### src/rtl/tq_row_gather_32.sv
// Row collector for the 32-point permutation stage: gathers 4 samples per beat into
// a 4/8/16/32-lane row and presents it in parallel. Optional macro: TQ_GATHER_ZERO_PAD_EN.
module tq_row_gather_32 #(
    parameter int IN_W  = 16,
    parameter int OUT_W = 28
) (
    input  logic                  clk,
    input  logic                  rst,
    input  logic                  i_valid,
    output logic                  o_ready,
    input  logic [1:0]            i_size,
    input  logic                  i_inverse,
    input  logic [4*IN_W-1:0]     i_data,
    output logic                  o_valid,
    input  logic                  i_ready,
    output logic [32*OUT_W-1:0]   o_data,
    output logic [1:0]            o_size,
    output logic                  o_inverse,
    output logic                  o_enable
);

    typedef enum logic {ST_FILL, ST_PEND} state_t;

    state_t             state_q, state_d;
    logic [2:0]         beat_q, beat_d;
    logic [1:0]         row_size_q, row_size_d;
    logic               row_inv_q, row_inv_d;
    logic [OUT_W-1:0]   fill_q [32];
    logic [OUT_W-1:0]   fill_d [32];
    logic [OUT_W-1:0]   out_q [32];
    logic [OUT_W-1:0]   out_d [32];
    logic               out_valid_q, out_valid_d;
    logic [1:0]         out_size_q, out_size_d;
    logic               out_inv_q, out_inv_d;

    logic [OUT_W-1:0]   beat_lane [4];
    logic               accept;
    logic               last_beat;
    logic               out_free;
    logic               load;
    logic [1:0]         cur_size;
    logic               cur_inv;
    logic [2:0]         last_idx;

    genvar gi;
    generate
        for (gi = 0; gi < 4; gi++) begin : g_sext
            logic signed [IN_W-1:0] samp;
            assign samp          = i_data[gi*IN_W +: IN_W];
            assign beat_lane[gi] = OUT_W'(samp);
        end
        for (gi = 0; gi < 32; gi++) begin : g_out
            assign o_data[gi*OUT_W +: OUT_W] = out_q[gi];
        end
    endgenerate

    always_comb begin
        state_d     = state_q;
        beat_d      = beat_q;
        row_size_d  = row_size_q;
        row_inv_d   = row_inv_q;
        fill_d      = fill_q;
        out_d       = out_q;
        out_size_d  = out_size_q;
        out_inv_d   = out_inv_q;
        load        = 1'b0;

        // Size and direction come straight from the port on beat 0 only.
        cur_size  = (beat_q == 3'd0) ? i_size    : row_size_q;
        cur_inv   = (beat_q == 3'd0) ? i_inverse : row_inv_q;
        last_idx  = 3'((4'd1 << cur_size) - 4'd1);
        accept    = i_valid && (state_q == ST_FILL);
        last_beat = (beat_q == last_idx);
        out_free  = !out_valid_q || i_ready;

        if (accept) begin
`ifdef TQ_GATHER_ZERO_PAD_EN
            // Clearing at row start keeps every lane beyond the row length at zero.
            if (beat_q == 3'd0) begin
                for (int l = 4; l < 32; l++) begin
                    fill_d[l] = '0;
                end
            end
`endif
            for (int k = 0; k < 4; k++) begin
                fill_d[{beat_q, 2'(k)}] = beat_lane[k];
            end
            if (beat_q == 3'd0) begin
                row_size_d = i_size;
                row_inv_d  = i_inverse;
            end
            if (last_beat) begin
                beat_d = 3'd0;
                if (out_free) begin
                    load = 1'b1;
                end else begin
                    state_d = ST_PEND;
                end
            end else begin
                beat_d = beat_q + 3'd1;
            end
        end else if (state_q == ST_PEND && out_free) begin
            load    = 1'b1;
            state_d = ST_FILL;
        end

        if (load) begin
            out_d      = fill_d;
            out_size_d = cur_size;
            out_inv_d  = cur_inv;
        end
        if (state_q == ST_PEND) begin
            out_size_d = load ? row_size_q : out_size_d;
            out_inv_d  = load ? row_inv_q  : out_inv_d;
        end

        out_valid_d = load ? 1'b1 : (i_ready ? 1'b0 : out_valid_q);
    end

    always_ff @(posedge clk or posedge rst) begin
        if (rst) begin
            state_q     <= ST_FILL;
            beat_q      <= 3'd0;
            row_size_q  <= 2'd0;
            row_inv_q   <= 1'b0;
            out_valid_q <= 1'b0;
            out_size_q  <= 2'd0;
            out_inv_q   <= 1'b0;
            for (int l = 0; l < 32; l++) begin
                fill_q[l] <= '0;
                out_q[l]  <= '0;
            end
        end else begin
            state_q     <= state_d;
            beat_q      <= beat_d;
            row_size_q  <= row_size_d;
            row_inv_q   <= row_inv_d;
            out_valid_q <= out_valid_d;
            out_size_q  <= out_size_d;
            out_inv_q   <= out_inv_d;
            for (int l = 0; l < 32; l++) begin
                fill_q[l] <= fill_d[l];
                out_q[l]  <= out_d[l];
            end
        end
    end

    assign o_ready   = (state_q == ST_FILL);
    assign o_valid   = out_valid_q;
    assign o_size    = out_size_q;
    assign o_inverse = out_inv_q;
    assign o_enable  = out_valid_q && (out_size_q == 2'd3);

endmodule

### config.mk
export PLATFORM = sky130hd
export DESIGN_NAME = tq_row_gather_32
export DESIGN_NICKNAME = d
export VERILOG_FILES = /design/src/rtl/tq_row_gather_32.sv
export SDC_FILE = /design/constraint.sdc
export NUM_CORES = 2
export LEC_CHECK = 0
export CORE_ASPECT_RATIO = 0.7
export CORE_MARGIN = 2
export CORE_UTILIZATION = 50
export DETAILED_ROUTE_END_ITERATION = 6
export PLACE_DENSITY = 0.75
export REMOVE_ABC_BUFFERS = 1
export SLEW_MARGIN = 15
export SYNTH_ARGS = -nofsm -noshare
export SYNTH_HDL_FRONTEND = slang
export SYNTH_SLANG_ARGS = --single-unit
### constraint.sdc
create_clock -name clk -period 70.2 [get_ports clk]
set_clock_uncertainty 0.2 [all_clocks]
set_input_delay 14.04 -clock clk [delete_from_list [all_inputs] [get_ports clk]]
set_output_delay 14.04 -clock clk [all_outputs]
set_load 0.05 [all_outputs]
==> run summary <==
status: complete, no violations
CTS H-Tree Depth: 4
most common cell in the netlist: dfrtp_1
RR Endpoint: o_data[571]$_DFFE_PP0P_
# resized after CTS: 0
number of flops mapped to enable cells by yosys: 0
Root Driver: clkbuf_16
Post-Route WL: 164.8 mm
Synth Register Bits: 1803
largest cells by area after synthesis: dfrtp_1 69%, mux2_2 17%, mux2_1 5.7%
r2r setup slk: 64.46 ns
Post-synth top cells: 1803 x dfrtp_1, 989 x mux2_2, 416 x a21o_1
Vias/cell: 5.357
worst path required time: 70.77 ns
GPL Wtd Cong: 0.8077
min Tclk post-route: 18.64 ns
hold depth: 1
crit share post-route: 26.55%
top-area cell type share of the netlist area: 68.62%
Floorplan Core Area: 130700 um^2
CP Capture Type: async pin
R2R cell count: 10
die width: 437.4 um
Setup crit start kind: primary input
Cell Rows: 111
Sink Count: 1803
cts hold-fix bufs: 0
vias in the first global route: 38880
Critical Path AT: 19.21 ns
Clk Latency, worst-skew pair: 0.80 ns
Max-cap violations: 0
endpoints failing hold: 0
fin nets: 5093
share of synthesized registers carrying an async set or reset: 100.0%
gr usage total: 24.53%
Starting Density: 50.31%
Post-synth top flop: dfrtp_1
die footprint: 134500 um^2
DP HPWL: 107.2 mm
Syn. warnings: 0
slew margin rel.: 21.48%
Slew @ Worst Pin: 1.178 ns
synthesized area: 65750 um^2
Post-DRT Antenna Nets: 0
total CTS buffers: 166
Die Ht: 307.4 um
post-synthesis sequential area ratio: 68.62%
crit path kind: primary input to async pin
input/output buffers: 972
first-pass GRT wire length: 248.6 mm
routed via count: 36990
post-DR wirelength/cell: 23.87 um
Pins Over Slew Limit: 0
CP max FO: 127
Post-CTS Setup Inserts: 0
Finish-stage setup viols: 0
CTS clk-pin slew, worst paths: 0.06 ns
area delta synth->final: 25.38%
Mapped Cells: 4065
TritonRoute pass-1 iters: 5
CTS max path bufs: 3
# IOs: 973
largest net degree at the start of global routing: 172
antenna violations before repair: 6
Synth area leader: dfrtp_1
hold wc startpoint: fill_q[379]$_DFF_PP0_
setup TNS: 0 ns
syn_area_per_cell: 16.18 um^2
Distinct cells, synth: 41
RSZ-0062 raised after global routing: no
highest clock rate: 0.05365 GHz
Hold Path Sink: fill_q[379]$_DFF_PP0_
Remaining DRCs: 0
total grt overflow: 0
worst r2r src: beat_q[1]$_DFFE_PP0P_
share of layout cells above drive strength 1: 25.62%
TritonCTS clock tree: yes
1st-iter DRT viols: 2205
Min-Delay Path Class: flip-flop to flip-flop
[layer usage]
| metal | vias to the layer above | part of all wire (%) | GRT usage [%] |
|---|---|---|---|
| li1 | 16130 | - | - |
| met1 | 19600 | 40 | 31.03 |
| met2 | 924 | 48 | 38.99 |
| met3 | 343 | 6.2 | 6.906 |
| met4 | 2 | 5.4 | 12.21 |
| met5 | - | 0.0079 | 0 |
[how the worst max path moves through the flow]
stage               start                    end  slack, ns  cells after the start
finish                rst  fill_q[507]$_DFF_PP0_      51.56                      7
global route          rst  fill_q[507]$_DFF_PP0_      50.73                      7
CTS                   rst  fill_q[265]$_DFF_PP0_      51.39                      7
detailed placement    rst  fill_q[728]$_DFF_PP0_      50.51                      7
global placement      rst  fill_q[507]$_DFF_PP0_      50.59                      7
floorplan             rst  beat_q[0]$_DFFE_PP0P_       5.06                      1
[layout by cell type (no fill, tap or decap), types with 3 or more instances in the layout]
cell type / instances
a21o_1: 416
a21oi_1: 3
and3_1: 3
buf_12: 6
buf_4: 48
bufinv_16: 10
clkbuf_1: 40
clkbuf_16: 169
clkbuf_8: 43
clkdlybuf4s50_1: 972
clkinv_2: 30
dfrtp_1: 1803
diode_2: 6
inv_1: 9
inv_6: 4
mux2_1: 330
mux2_2: 989
mux2i_1: 4
nand2_1: 186
nand3_4: 6
nor2_1: 30
nor2b_1: 3
nor4_2: 3
o21ai_0: 4
[logic make-up after synthesis]
| group | share of synthesized area, % |
|---|---|
| multiplexers | 22.65 |
| adder cells (fa/ha/maj) | 0.03805 |
| AND/OR/NAND/NOR | 1.549 |
| AO/OA/AOI/OAI | 4.970 |
| flip-flops | 68.62 |
| buffers and inverters | 2.177 |
[flip-flops by register name (all words and copies together) (netlist names)]
register and count:
row_inv_q 1, fill_q 896, o_size 2, state_q 1, beat_q 3, o_valid 1
row_size_q 2, o_inverse 1, o_data 896
[cell type report]
class,instances,area [um^2]
fillers,9439,48250
flip-flops and latches,1803,45120
multi-input cells,2010,19340
repair buffers,1028,10260
clock buffers,252,4971
well taps,1751,2191
clock inverters,45,496.7
inverters,11,48.80
diodes,6,15.01
[metrics by stage]
stage	utilization [%]	setup WS, ns	std cells	cell area, um^2	hold slack (ns)
after detailed placement	58.84	50.51	6600	76890	0.2557
after global routing	63.08	50.73	6905	82440	0.2753
after CTS	63.02	51.39	6897	82360	0.2694
final	63.08	51.56	6906	82440	0.2662
after global placement	58.84	50.59	6600	76890	0.2491
after floorplan	-	5.057	3824	64360	0.2372
[worst max-delay path, cell delays in order]
cell	delay, ns
clkdlybuf4s50_1	0.49
inv_8	0.60
buf_4	0.90
buf_4	0.62
buf_4	0.68
buf_4	0.69
buf_4	0.90
Power is left out: the tool's default activity adds up to more than one toggle a clock period on the data nets, which glitch-free logic cannot reach.
